--- src/rtl/inv_sub_layer_seq_if.sv ---
// ============================================================================
// Module : inv_sub_layer_seq_if
// Brief  : Handshake and data bundle for the sequential inverse S-box layer.
// Rev    : 1.0  initial release
// ============================================================================
`default_nettype none

interface inv_sub_layer_seq_if;
    logic        in_valid;
    logic        in_ready;
    logic [63:0] x0;
    logic [63:0] x1;
    logic [63:0] x2;
    logic [63:0] x3;
    logic [63:0] x4;
    logic        out_valid;
    logic        out_ready;
    logic [63:0] y0;
    logic [63:0] y1;
    logic [63:0] y2;
    logic [63:0] y3;
    logic [63:0] y4;
    logic        busy;

    modport master (
        output in_valid, x0, x1, x2, x3, x4, out_ready,
        input  in_ready, out_valid, y0, y1, y2, y3, y4, busy
    );

    modport slave (
        input  in_valid, x0, x1, x2, x3, x4, out_ready,
        output in_ready, out_valid, y0, y1, y2, y3, y4, busy
    );
endinterface

`default_nettype wire

--- src/rtl/inv_sub_layer_seq.sv ---
// ============================================================================
// Module : inv_sub_layer_seq
// Brief  : Inverse Ascon substitution layer, SLICES bit-slices per clock.
// Rev    : 1.0  initial release
// ============================================================================
`default_nettype none

module inv_sub_layer_seq #(
    parameter int SLICES = 8
) (
    input  wire logic             clk,
    input  wire logic             rst,
    inv_sub_layer_seq_if.slave    bus
);

    localparam int CHUNKS = 64 / SLICES;
    localparam int CW     = (CHUNKS > 1) ? $clog2(CHUNKS) : 1;
    localparam logic [CW-1:0] LAST = CW'(CHUNKS - 1);

    generate
        if (SLICES != 1 && SLICES != 2 && SLICES != 4 && SLICES != 8 &&
            SLICES != 16 && SLICES != 32 && SLICES != 64) begin : g_bad_slices
            $error("inv_sub_layer_seq: SLICES must be a power of two in 1..64");
        end
    endgenerate

    typedef enum logic [1:0] {
        S_IDLE = 2'd0,
        S_RUN  = 2'd1,
        S_DONE = 2'd2
    } state_t;

    state_t            state_q, state_d;
    logic [CW-1:0]     cnt_q, cnt_d;
    logic [4:0][63:0]  w_q, w_d;

    logic [6:0]        w_base;
    logic [6:0]        w_pos;
    logic [4:0]        w_idx;
    logic [4:0]        w_sb;

    function automatic logic [4:0] inv_sbox(input logic [4:0] v);
        logic [4:0] r;
        r = '0;
        case (v)
            5'h00: r = 5'h14;  5'h01: r = 5'h1a;  5'h02: r = 5'h07;  5'h03: r = 5'h0d;
            5'h04: r = 5'h00;  5'h05: r = 5'h09;  5'h06: r = 5'h0e;  5'h07: r = 5'h12;
            5'h08: r = 5'h0a;  5'h09: r = 5'h06;  5'h0a: r = 5'h1d;  5'h0b: r = 5'h01;
            5'h0c: r = 5'h19;  5'h0d: r = 5'h15;  5'h0e: r = 5'h13;  5'h0f: r = 5'h1e;
            5'h10: r = 5'h18;  5'h11: r = 5'h16;  5'h12: r = 5'h0b;  5'h13: r = 5'h11;
            5'h14: r = 5'h03;  5'h15: r = 5'h05;  5'h16: r = 5'h1c;  5'h17: r = 5'h1f;
            5'h18: r = 5'h17;  5'h19: r = 5'h1b;  5'h1a: r = 5'h04;  5'h1b: r = 5'h08;
            5'h1c: r = 5'h0f;  5'h1d: r = 5'h0c;  5'h1e: r = 5'h10;  5'h1f: r = 5'h02;
            default: r = '0;
        endcase
        return r;
    endfunction

    always_ff @(posedge clk or posedge rst) begin
        if (rst) begin
            state_q <= S_IDLE;
            cnt_q   <= '0;
            w_q     <= '0;
        end else begin
            state_q <= state_d;
            cnt_q   <= cnt_d;
            w_q     <= w_d;
        end
    end

    always_comb begin
        state_d = state_q;
        cnt_d   = cnt_q;
        w_d     = w_q;
        w_base  = 7'(cnt_q) * 7'(SLICES);
        w_pos   = '0;
        w_idx   = '0;
        w_sb    = '0;
        case (state_q)
            S_IDLE: begin
                if (bus.in_valid) begin
                    w_d[0]  = bus.x0;
                    w_d[1]  = bus.x1;
                    w_d[2]  = bus.x2;
                    w_d[3]  = bus.x3;
                    w_d[4]  = bus.x4;
                    cnt_d   = '0;
                    state_d = S_RUN;
                end
            end
            S_RUN: begin
                // Word 0 carries the MSB of each 5-bit slice index.
                for (int j = 0; j < SLICES; j++) begin
                    w_pos = w_base + 7'(j);
                    w_idx = {w_q[0][w_pos[5:0]], w_q[1][w_pos[5:0]], w_q[2][w_pos[5:0]],
                             w_q[3][w_pos[5:0]], w_q[4][w_pos[5:0]]};
                    w_sb  = inv_sbox(w_idx);
                    w_d[0][w_pos[5:0]] = w_sb[4];
                    w_d[1][w_pos[5:0]] = w_sb[3];
                    w_d[2][w_pos[5:0]] = w_sb[2];
                    w_d[3][w_pos[5:0]] = w_sb[1];
                    w_d[4][w_pos[5:0]] = w_sb[0];
                end
                if (cnt_q == LAST) begin
                    cnt_d   = '0;
                    state_d = S_DONE;
                end else begin
                    cnt_d   = cnt_q + 1'b1;
                end
            end
            S_DONE: begin
                if (bus.out_ready) begin
                    state_d = S_IDLE;
                end
            end
            default: state_d = S_IDLE;
        endcase
    end

    assign bus.in_ready  = (state_q == S_IDLE);
    assign bus.out_valid = (state_q == S_DONE);
    assign bus.busy      = (state_q != S_IDLE);
    assign bus.y0        = w_q[0];
    assign bus.y1        = w_q[1];
    assign bus.y2        = w_q[2];
    assign bus.y3        = w_q[3];
    assign bus.y4        = w_q[4];

endmodule

`default_nettype wire

--- src/flat_wrapper.sv ---
// flat-port wrapper written by rule: the top's interface ports become plain ports
module inv_sub_layer_seq_flat 
#(
    parameter int SLICES = 8
)
  (clk, rst, bus_in_valid, bus_x0, bus_x1, bus_x2, bus_x3, bus_x4, bus_out_ready, bus_in_ready, bus_out_valid, bus_y0, bus_y1, bus_y2, bus_y3, bus_y4, bus_busy);
  inv_sub_layer_seq_if bus_i ();
  input  wire logic clk;
  input  wire logic rst;
  input wire logic [$bits(bus_i.in_valid)-1:0] bus_in_valid;
  input wire logic [$bits(bus_i.x0)-1:0] bus_x0;
  input wire logic [$bits(bus_i.x1)-1:0] bus_x1;
  input wire logic [$bits(bus_i.x2)-1:0] bus_x2;
  input wire logic [$bits(bus_i.x3)-1:0] bus_x3;
  input wire logic [$bits(bus_i.x4)-1:0] bus_x4;
  input wire logic [$bits(bus_i.out_ready)-1:0] bus_out_ready;
  output wire logic [$bits(bus_i.in_ready)-1:0] bus_in_ready;
  output wire logic [$bits(bus_i.out_valid)-1:0] bus_out_valid;
  output wire logic [$bits(bus_i.y0)-1:0] bus_y0;
  output wire logic [$bits(bus_i.y1)-1:0] bus_y1;
  output wire logic [$bits(bus_i.y2)-1:0] bus_y2;
  output wire logic [$bits(bus_i.y3)-1:0] bus_y3;
  output wire logic [$bits(bus_i.y4)-1:0] bus_y4;
  output wire logic [$bits(bus_i.busy)-1:0] bus_busy;
  assign bus_i.in_valid = bus_in_valid;
  assign bus_i.x0 = bus_x0;
  assign bus_i.x1 = bus_x1;
  assign bus_i.x2 = bus_x2;
  assign bus_i.x3 = bus_x3;
  assign bus_i.x4 = bus_x4;
  assign bus_i.out_ready = bus_out_ready;
  assign bus_in_ready = bus_i.in_ready;
  assign bus_out_valid = bus_i.out_valid;
  assign bus_y0 = bus_i.y0;
  assign bus_y1 = bus_i.y1;
  assign bus_y2 = bus_i.y2;
  assign bus_y3 = bus_i.y3;
  assign bus_y4 = bus_i.y4;
  assign bus_busy = bus_i.busy;
  inv_sub_layer_seq #(.SLICES(SLICES)) u_core (.clk(clk), .rst(rst), .bus(bus_i));
endmodule
--- config.mk ---
export PLATFORM = sky130hd
export DESIGN_NAME = inv_sub_layer_seq_flat
export DESIGN_NICKNAME = d
export VERILOG_FILES = /design/src/rtl/inv_sub_layer_seq_if.sv /design/src/rtl/inv_sub_layer_seq.sv /design/src/flat_wrapper.sv
export SDC_FILE = /design/constraint.sdc
export NUM_CORES = 1
export LEC_CHECK = 0
export BUFFER_PORTS_ARGS = -buffer_cell sky130_fd_sc_hd__buf_2
export CAP_MARGIN = 40
export CORE_UTILIZATION = 30
export DETAILED_ROUTE_END_ITERATION = 12
export GPL_ROUTABILITY_DRIVEN = 0
export SLEW_MARGIN = 20
export SYNTH_ARGS = -nofsm -noshare
export SYNTH_HDL_FRONTEND = slang
export SYNTH_SLANG_ARGS = --single-unit
export TNS_END_PERCENT = 10
--- constraint.sdc ---
create_clock -name clk -period 10.7 [get_ports clk]
set_input_delay 2.14 -clock clk [delete_from_list [all_inputs] [get_ports clk]]
set_output_delay 2.14 -clock clk [all_outputs]
set_load 0.005 [all_outputs]
==> out/qor.yml <==
outcome:
  status: "finished clean"
clocking:
  cts_buffer_depth: 3
  root_buffer: "clkbuf_16"
  clk_pin_slew_ns: 0.06
  numCtsBuffers: 39
  cts-htree-levels: 2
  clock_latency_ns: 0.56
  post_cts_resize_count: 0
  postCtsSetupBuffers: 0
  hold_buffers: 0
  cts_tree: "done"
  cts_sinks: 325
sta:
  max_slew_margin_pct: 31.7
  drv_slew: 0
  layout_min_cycle_time_ns: 4.48
  fin_crit_sh_pct: 41.9
  worst-slew-pin-transition_ns: 1.03
  setup_viol: 0
  finalHoldViolations: 0
  finalClockSkew_ns: 0.0239
  max_freq_ghz: 0.223
  tns_ns: 0
  rsz0062_at_grt: "false"
layout:
  nNetsFinal: 2818
  postLayoutCellArea_um2: 24900
  layout-drive-gt1-share_pct: 37.9
  fillCellCount: 6243
  area_delta_synth_final_pct: 28.4
critical_path:
  r2r-start: "u_core.cnt_q[2]"
  cp.depth: 10
  worstSetupStartpointType: "register"
  path_buf_inv: 2
  cp_data_arrival_time_ns: 4.88
  path_common_cell: "o21ai_0"
  crit_start: "u_core.cnt_q[2]"
  cpPeakStageDelay_ns: 0.83
  crit_type: "register to register"
  worst-path-max-fanout: 33
  critical_path.top_delay_family: "multiplexers"
  required_ns: 11.10
  endpoint_kind: "register"
  crit_slowest_cell: "dfrtp_4"
  path_cells: "buf_4 > mux4_1 > nand2_1 > and2_1 > inv_1 > ha_1 > o21ai_0 > mux2i_1 > mux2i_2 > o21ai_0"
  r2r_cells: 10
synth:
  yosys_warnings: 0
  synth_top_family_by_area: "compound AO/OA/AOI/OAI gates"
  yosys.area_share.simple_pct: 8.01
  ys_ff_latch: 325
  synth_nets: 2231
  yosysSeqAreaShare_pct: 42.0
  synth_area_per_cell_um2: 10.4
  synthMuxAreaShare_pct: 15.0
  synthesis.area_um2: 19400
  ys_types: 79
  synthXorXnorAreaFrac_pct: 0.775
  synth-edff-count: 0
  synth_fa_ha_area_share_pct: 3.23
  ys_async_sr_fraction_pct: 100
  synth_top_area_share_pct: 42.0
  synth_compound_area_share_pct: 26.4
  synthCells: 1857
  synthTopCellsByCount: "325 x dfrtp_1, 180 x a22oi_1, 159 x o21ai_0"
  yosys.area.top_type: "dfrtp_1"
  synth_most_common_cell: "dfrtp_1"
  synth_ff_type: "dfrtp_1"
  netlist_top_cells_area: "dfrtp_1 42%, a22oi_1 7.0%, mux4_2 5.9%, mux2i_1 4.5%, o21ai_0 4.1%"
die:
  core_area_um2: 63400
  rows: 92
  die_area_um2: 65600
  ioPinCount: 647
  fp.dieH_um: 256
  start_util_pct: 30.6
  fp.dieW_um: 256
placed_design:
  port_buffers: 646
  place_area_um2: 23600
  hpwl_mm: 71.8
route:
  ant_nets: 0
  viasPerCell: 5.93
  wl_per_cell_um: 29.9
  routed_wl_mm: 99.4
  drc: 0
  firstDrtPassIters: 6
  vias: 19700
  first_iter_violations: 2430
global_routing:
  antenna_found_initial: 8
  grt_pass1_wl_mm: 141
  grt_max_degree: 158
  grt.total_usage_pct: 29.2
  grt-ovfl-total: 0
  grt_pass1_vias: 19500
hold_path:
  min_from: "u_core.bus.y0[58]"
  worstHoldPathType: "register to register"
  min_delay_path_depth: 2
run:
  cap_viol_max_count: 0
through the flow:
step	std cells	hold slack (ns)	util, %	setup slack [ns]
final	3325	0.535	39.2	6.22
after global routing	3324	0.554	39.2	5.94
after CTS	3318	0.531	39.2	6.28
after detailed placement	3247	0.515	37.2	5.98
after global placement	3231	0.507	36.8	6.03
after floorplan	1857	0.492	-	4.22
kinds of logic after synthesis:
logic type      count (synthesis)
compound gates                752
simple gates                  339
flops                         325
mux                           199
buf+inv                       180
fa+ha+maj                      50
xor+xnor                       12
path summary, 6_finish.rpt:
kind	slack [ns]	endpoint
max in group asynchronous	7.58	u_core.cnt_q[0]
worst max register to register	6.22	u_core.bus.y2[50]
min in group asynchronous	1.69	u_core.bus.y2[40]
worst max-delay path	6.22	u_core.bus.y2[50]
worst min register to register	0.54	u_core.bus.y0[58]
worst min-delay path	0.54	u_core.bus.y0[58]
worst reg2reg max path: cells and delay by family (launching register included):
| kind | cells | cell delay [ns] |
|---|---|---|
| adders and majority gates | 1 | 0.28 |
| DFF | 1 | 0.83 |
| muxes | 3 | 1.49 |
| AOI/OAI and AO/OA | 2 | 0.41 |
| and+or+nand+nor | 2 | 0.52 |
| buffers and inverters | 2 | 0.81 |
placed cells by master (no fill, tap or decap), types with 7 or more instances in the layout:
master,count
nor2_1,104
mux2i_4,7
clkbuf_16,41
nand3_1,15
dfrtp_1,322
nor2b_1,8
clkbuf_8,10
buf_4,40
inv_1,23
o211ai_1,15
mux2i_2,10
mux2i_1,87
o21ai_1,25
a22o_1,48
mux4_2,51
a211oi_1,85
and2_1,7
nor2_4,11
buf_2,647
ha_1,50
o22ai_1,7
a21o_1,49
a221o_1,10
a22oi_1,180
and3_1,21
nand2b_1,21
nand2_1,102
buf_16,7
mux2_2,35
nor3_1,16
o21ai_0,159
mux4_1,7
clkinv_2,11
a21oi_1,117
registers in the layout (all words and copies together) (netlist names):
signal,flops
u_core.bus.y0,64
u_core.bus.y1,64
u_core.bus.y2,64
u_core.bus.y3,64
u_core.bus.y4,64
u_core.cnt_q,3
u_core.state_q,2
area by class of cell:
class                      count  area [um^2]  area share, %
tap                          846         1060           4.25
clock buffer                  57         1190           4.77
sequential                   325         8140           32.7
antenna                        5         12.5         0.0503
inverter                      28          109          0.437
multi-input combinational   1352        10500           42.1
clock inverter                14         78.8          0.317
timing repair buffer         698         3810           15.3
layer usage:
layer	track usage [%]	vias to the layer above	wire length [um]
met5	0	-	24
met4	10.5	4	3550
met3	5.58	230	8490
met2	48.6	1402	47800
met1	37.8	9816	39500
li1	-	8279	-
Power is left out: the tool's default activity adds up to more than one toggle a clock period on the data nets, which glitch-free logic cannot reach.
